$ cat src/rtl/instruction_decode_if.sv
// ID-stage bus: fetch instruction and WB write port in, ID/EX pipeline register out.
interface instruction_decode_if #(
  parameter int DATA_W = 8,
  parameter int NREG   = 8
) ();
  localparam int AW = $clog2(NREG);

  logic [7:0]        instruction_code;
  logic              wb_en;
  logic [AW-1:0]     wb_addr;
  logic [DATA_W-1:0] wb_data;

  logic              idex_valid;
  logic [1:0]        idex_op;
  logic              idex_reg_write;
  logic [AW-1:0]     idex_rd;
  logic [AW-1:0]     idex_rs;
  logic [DATA_W-1:0] idex_rd_data;
  logic [DATA_W-1:0] idex_rs_data;

  modport master (
    output instruction_code, wb_en, wb_addr, wb_data,
    input  idex_valid, idex_op, idex_reg_write, idex_rd, idex_rs,
           idex_rd_data, idex_rs_data
  );

  modport slave (
    input  instruction_code, wb_en, wb_addr, wb_data,
    output idex_valid, idex_op, idex_reg_write, idex_rd, idex_rs,
           idex_rd_data, idex_rs_data
  );
endinterface

$ cat src/rtl/instruction_decode.sv
// ID stage: IF/ID register, decode, 8x8 register file with WB write and WB-to-ID bypass,
// and the ID/EX pipeline register.
module instruction_decode #(
  parameter int DATA_W = 8,
  parameter int NREG   = 8
) (
  input logic               clk,
  input logic               reset,
  instruction_decode_if.slave bus
);
  localparam int AW = $clog2(NREG);

  localparam logic [1:0] OP_MOV = 2'b00;
  localparam logic [1:0] OP_ADD = 2'b01;
  localparam logic [1:0] OP_JMP = 2'b10;

  logic [7:0]        ir_q;
  logic              ifid_valid_q;
  logic [DATA_W-1:0] rf_q [NREG];

  logic              idex_valid_q;
  logic [1:0]        idex_op_q,        idex_op_d;
  logic              idex_reg_write_q, idex_reg_write_d;
  logic [AW-1:0]     idex_rd_q,        idex_rd_d;
  logic [AW-1:0]     idex_rs_q,        idex_rs_d;
  logic [DATA_W-1:0] idex_rd_data_q,   idex_rd_data_d;
  logic [DATA_W-1:0] idex_rs_data_q,   idex_rs_data_d;

  logic [AW-1:0]     rd_idx, rs_idx;
  logic [DATA_W-1:0] rd_rdata, rs_rdata;

  always_comb begin
    rd_idx = ir_q[5:3];
    rs_idx = ir_q[2:0];
    // A WB write landing this cycle is visible to ID reads before it reaches the array
    rd_rdata = (bus.wb_en && (bus.wb_addr == rd_idx)) ? bus.wb_data : rf_q[rd_idx];
    rs_rdata = (bus.wb_en && (bus.wb_addr == rs_idx)) ? bus.wb_data : rf_q[rs_idx];

    idex_op_d        = OP_MOV;
    idex_reg_write_d = 1'b0;
    idex_rd_d        = '0;
    idex_rs_d        = '0;
    idex_rd_data_d   = '0;
    idex_rs_data_d   = '0;
    if (ir_q[7]) begin
      idex_op_d = OP_JMP;
    end else begin
      idex_op_d        = ir_q[6] ? OP_ADD : OP_MOV;
      idex_reg_write_d = 1'b1;
      idex_rd_d        = rd_idx;
      idex_rs_d        = rs_idx;
      idex_rd_data_d   = rd_rdata;
      idex_rs_data_d   = rs_rdata;
    end
  end

  always_ff @(posedge clk or negedge reset) begin
    if (!reset) begin
      ir_q             <= '0;
      ifid_valid_q     <= 1'b0;
      idex_valid_q     <= 1'b0;
      idex_op_q        <= '0;
      idex_reg_write_q <= 1'b0;
      idex_rd_q        <= '0;
      idex_rs_q        <= '0;
      idex_rd_data_q   <= '0;
      idex_rs_data_q   <= '0;
      for (int i = 0; i < NREG; i++) begin
        rf_q[i] <= DATA_W'(i);
      end
    end else begin
      ir_q             <= bus.instruction_code;
      ifid_valid_q     <= 1'b1;
      idex_valid_q     <= ifid_valid_q;
      idex_op_q        <= idex_op_d;
      idex_reg_write_q <= idex_reg_write_d;
      idex_rd_q        <= idex_rd_d;
      idex_rs_q        <= idex_rs_d;
      idex_rd_data_q   <= idex_rd_data_d;
      idex_rs_data_q   <= idex_rs_data_d;
      if (bus.wb_en) begin
        rf_q[bus.wb_addr] <= bus.wb_data;
      end
    end
  end

  assign bus.idex_valid     = idex_valid_q;
  assign bus.idex_op        = idex_op_q;
  assign bus.idex_reg_write = idex_reg_write_q;
  assign bus.idex_rd        = idex_rd_q;
  assign bus.idex_rs        = idex_rs_q;
  assign bus.idex_rd_data   = idex_rd_data_q;
  assign bus.idex_rs_data   = idex_rs_data_q;
endmodule

$ cat src/flat_wrapper.sv
// flat-port wrapper written by rule: the top's interface ports become plain ports
module instruction_decode_flat 
#(
  parameter int DATA_W = 8,
  parameter int NREG   = 8
)
  (clk, reset, bus_instruction_code, bus_wb_en, bus_wb_addr, bus_wb_data, bus_idex_valid, bus_idex_op, bus_idex_reg_write, bus_idex_rd, bus_idex_rs, bus_idex_rd_data, bus_idex_rs_data);
  instruction_decode_if #(.DATA_W(DATA_W), .NREG(NREG)) bus_i ();
  input logic clk;
  input logic reset;
  input wire logic [$bits(bus_i.instruction_code)-1:0] bus_instruction_code;
  input wire logic [$bits(bus_i.wb_en)-1:0] bus_wb_en;
  input wire logic [$bits(bus_i.wb_addr)-1:0] bus_wb_addr;
  input wire logic [$bits(bus_i.wb_data)-1:0] bus_wb_data;
  output wire logic [$bits(bus_i.idex_valid)-1:0] bus_idex_valid;
  output wire logic [$bits(bus_i.idex_op)-1:0] bus_idex_op;
  output wire logic [$bits(bus_i.idex_reg_write)-1:0] bus_idex_reg_write;
  output wire logic [$bits(bus_i.idex_rd)-1:0] bus_idex_rd;
  output wire logic [$bits(bus_i.idex_rs)-1:0] bus_idex_rs;
  output wire logic [$bits(bus_i.idex_rd_data)-1:0] bus_idex_rd_data;
  output wire logic [$bits(bus_i.idex_rs_data)-1:0] bus_idex_rs_data;
  assign bus_i.instruction_code = bus_instruction_code;
  assign bus_i.wb_en = bus_wb_en;
  assign bus_i.wb_addr = bus_wb_addr;
  assign bus_i.wb_data = bus_wb_data;
  assign bus_idex_valid = bus_i.idex_valid;
  assign bus_idex_op = bus_i.idex_op;
  assign bus_idex_reg_write = bus_i.idex_reg_write;
  assign bus_idex_rd = bus_i.idex_rd;
  assign bus_idex_rs = bus_i.idex_rs;
  assign bus_idex_rd_data = bus_i.idex_rd_data;
  assign bus_idex_rs_data = bus_i.idex_rs_data;
  instruction_decode #(.DATA_W(DATA_W), .NREG(NREG)) u_core (.clk(clk), .reset(reset), .bus(bus_i));
endmodule
$ cat config.mk
export PLATFORM = sky130hd
export DESIGN_NAME = instruction_decode_flat
export DESIGN_NICKNAME = d
export VERILOG_FILES = /design/src/rtl/instruction_decode_if.sv /design/src/rtl/instruction_decode.sv /design/src/flat_wrapper.sv
export SDC_FILE = /design/constraint.sdc
export NUM_CORES = 1
export LEC_CHECK = 0
export CAP_MARGIN = 10
export CORE_MARGIN = 3
export CORE_UTILIZATION = 48
export CTS_CLUSTER_DIAMETER = 50
export DETAILED_ROUTE_END_ITERATION = 7
export GPL_TIMING_DRIVEN = 0
export PLACE_DENSITY = 0.8
export SYNTH_ARGS = -nofsm -noshare
export SYNTH_HDL_FRONTEND = slang
export SYNTH_SLANG_ARGS = --single-unit
export TNS_END_PERCENT = 5
$ cat constraint.sdc
create_clock -name clk -period 3.49 [get_ports clk]
set_clock_uncertainty 0.1 [all_clocks]
set_input_delay 0.5235 -clock clk [delete_from_list [all_inputs] [get_ports clk]]
set_output_delay 0.5235 -clock clk [all_outputs]
set_load 0.005 [all_outputs]
==> impl_metrics.tcl <==
set metrics [dict create \
    cp_common_cell "buf_2" \
    nNetsFinal 365 \
    finalWeightedCongestion 0.777 \
    hold_viol 0 \
    rsz0062_at_grt "no" \
    finish.utilization_pct 58.3 \
    grt_max_degree 77 \
    area_growth_pct 15.4 \
    clkTransAtPathRegs_ns 0.09 \
    period_needed_ns 1.89 \
    fin_hold_ws_ns 0.258 \
    ant_nets 0 \
    slew_viol_final 0 \
    relSlewSlack_pct 39.2 \
    yosys_warnings 0 \
    die_h_um 106 \
    drt_first_pass_iters 4 \
    start_util_pct 50.5 \
    clock-sinks 99 \
    cpPeakStageDelay_ns 0.35 \
    via_per_inst 5.93 \
    yosys.area.top_type "dfrtp_1" \
    switching_share_pct 25.8 \
    clkPwrFrac_pct 25.4 \
    hold_class "register to register" \
    total_power_mw 2.83 \
    run_status "completed" \
    cp_cell_sequence "buf_2, xnor2_1, nand4_1, buf_2, o21ai_0, a21oi_1" \
    cp_max_fo 10 \
    post_cts_resized 0 \
    cap_violations 0 \
    critPathCaptureType "register" \
    vias 2827 \
    clockBufferDepth 2 \
    core_area_mm2 0.00942 \
    p_leak_nw 2.34 \
    synth-seq-cells 99 \
    avgSynthCellArea_um2 16.1 \
    wl_um 10300 \
    r2r.worst_path.cells 6 \
    pin_count 48 \
    drc 0 \
    global_route.peak_usage_layer "met2" \
    grt_overflow 0 \
    synth_top_area_share_pct 45.8 \
    p_seq_share_pct 52.8 \
    diodes 0 \
    track_usage_pct 18.8 \
    clockRootBuffer "clkbuf_8" \
    drive_gt1_share_pct 32.5 \
    gr-usage-met1_pct 23.7 \
    power.internal_mw 2.10 \
    rows 35 \
    grt_pass1_vias 2935 \
    htreeDepth 3 \
    async_reset_ff_share_pct 100 \
    arrival_ns 2.02 \
    peakVddDrop_mv 0.265 \
    clk_latency_ns 0.35 \
    hold-path-cell-count 0 \
    cts_buffers 9 \
    syn-num-nets 317 \
    p_switching_mw 0.730 \
    syn_area_mm2 0.00475 \
    crit_type "register to register" \
    dp_hpwl_um 6710 \
    wl_per_cell_um 21.5 \
    die_w_um 106 \
    die_area_mm2 0.0111 \
    synth_flop_cell "dfrtp_1" \
    fillCellCount 734 \
    grt_use_met3_pct 4.41 \
    setup_viol 0 \
    grt_use_met2_pct 32.0 \
    fin_setup_tns_ns 0 \
    crit_required_ns 3.62 \
    cts_setup_buffers 0 \
    cp-startpoint "u_core.ir_q[2]" \
    synth_common_cells "87 x dfrtp_1, 64 x mux2_2, 32 x mux4_1" \
    grt_antenna_before_repair 0 \
    pwr-share-comb_pct 21.8 \
    hp-start "u_core.ifid_valid_q" \
    finalCritPeriodShare_pct 54.1 \
    grt_first_pass_wirelength_um 16000 \
    timing.fmax_ghz 0.530 \
    place.port_buffers 35 \
    tightest_slew_ns 0.907 \
    p_per_area_mw_per_mm2 516 \
    synth-edff-count 0 \
    synthDistinctLibCells 23 \
    start_kind "register" \
    drtIter0Drc 107 \
    synth_area_leaders "dfrtp_1 46%, mux4_1 18%, mux2_2 15%" \
    cts_tree "yes" \
    multiInputGateArea_mm2 0.00211 \
    synthCells 295 \
    crit_slowest_cell "dfrtp_1" \
    regArea_mm2 0.00249 \
    timing.rr.start "u_core.ir_q[2]" \
    synth.most_common_cell "dfrtp_1" \
    synth-seq-area-share_pct 52.4 \
]
==> state kept, by name (all words and copies together) (netlist names) <==
register	count
u_core.bus.idex_rs	3
u_core.ifid_valid_q	1
u_core.ir_q	8
u_core.bus.idex_rs_data	8
u_core.bus.idex_op	2
u_core.bus.idex_rd_data	8
u_core.bus.idex_rd	3
u_core.bus.idex_reg_write	1
u_core.rf_q	64
u_core.bus.idex_valid	1
==> per-stage QoR <==
stage,std cells,cell area (um2),setup slack [ns]
global placement,459,5270,-1.66
CTS,477,5490,1.63
global route,477,5490,1.48
detailed placement,460,5290,1.31
finish,477,5490,1.60
floorplan,295,4750,1.71
==> kinds of logic after synthesis <==
| kind of cell | Yosys count | share of synthesized area (%) |
|---|---|---|
| multiplexers | 112 | 36.2 |
| flip-flops | 99 | 52.4 |
| AO/OA/AOI/OAI | 32 | 3.37 |
| buffers and inverters | 26 | 3.21 |
| AND/OR/NAND/NOR | 19 | 3.58 |
| XOR/XNOR | 6 | 1.11 |
| other | 1 | 0.0789 |
==> power groups by stage <==
stage	registers [mW]	clock network, mW	logic (mW)
6_report	1.49	0.718	0.617
4_1_cts	1.49	0.723	0.623
5_1_grt	1.52	0.769	0.662
2_1_floorplan	1.48	0	0.422
3_5_place_dp	1.51	0	0.620
3_3_place_gp	1.49	0	0.593
==> worst paths after layout <==
path	endpoint	slack, ns
max in group asynchronous	u_core.rf_q[18]	2.08
worst max-delay path	u_core.bus.idex_rs_data[6]	1.60
min in group asynchronous	u_core.bus.idex_rd[2]	0.51
worst max register to register	u_core.bus.idex_rs_data[6]	1.60
worst min register to register	u_core.bus.idex_valid	0.26
worst min-delay path	u_core.bus.idex_valid	0.26
==> routing by layer <==
metal	up-vias	wire [um]
met5	-	0
met4	0	212
met3	16	556
met2	91	5310
met1	1485	4180
li1	1235	-
==> worst max-delay path, delay by kind of cell (launching register included) <==
kind | cells | cell delay (ns)
buffers and inverters | 2 | 0.60
flip-flops | 1 | 0.35
AND/OR/NAND/NOR | 1 | 0.30
AO/OA/AOI/OAI | 2 | 0.24
XOR/XNOR | 1 | 0.17
==> final cells by class <==
| cell class | count | area share, % |
|---|---|---|
| plain buffers | 25 | 2.71 |
| clock buffers | 11 | 2.40 |
| clock inverters | 5 | 0.981 |
| inverters | 1 | 0.0684 |
| multi-input cells | 170 | 38.4 |
| flip-flops and latches | 99 | 45.4 |
| well taps | 129 | 2.94 |
| repair buffers | 37 | 7.03 |
==> timing repair <==
item,in CTS,in global routing
hold buffers,1,0
endpoints found under the hold margin,23,0
setup endpoints to repair,0,0
==> layout by cell type, fill, tap and decap left out, types with 4 or more instances in the layout <==
cell / netlist / layout
a21oi_1: 16 / 16
dfrtp_1: 87 / 87
clkdlybuf4s50_1: 0 / 34
buf_2: 8 / 8
o21ai_0: 16 / 16
dfstp_2: 12 / 12
buf_1: 8 / 8
mux2i_1: 16 / 16
buf_4: 4 / 5
nor2b_1: 7 / 7
mux4_1: 32 / 32
clkbuf_8: 0 / 9
xnor2_1: 6 / 6
mux2_2: 64 / 64
buf_6: 4 / 4
No activity file was read; power rests on OpenSTA's default activity.
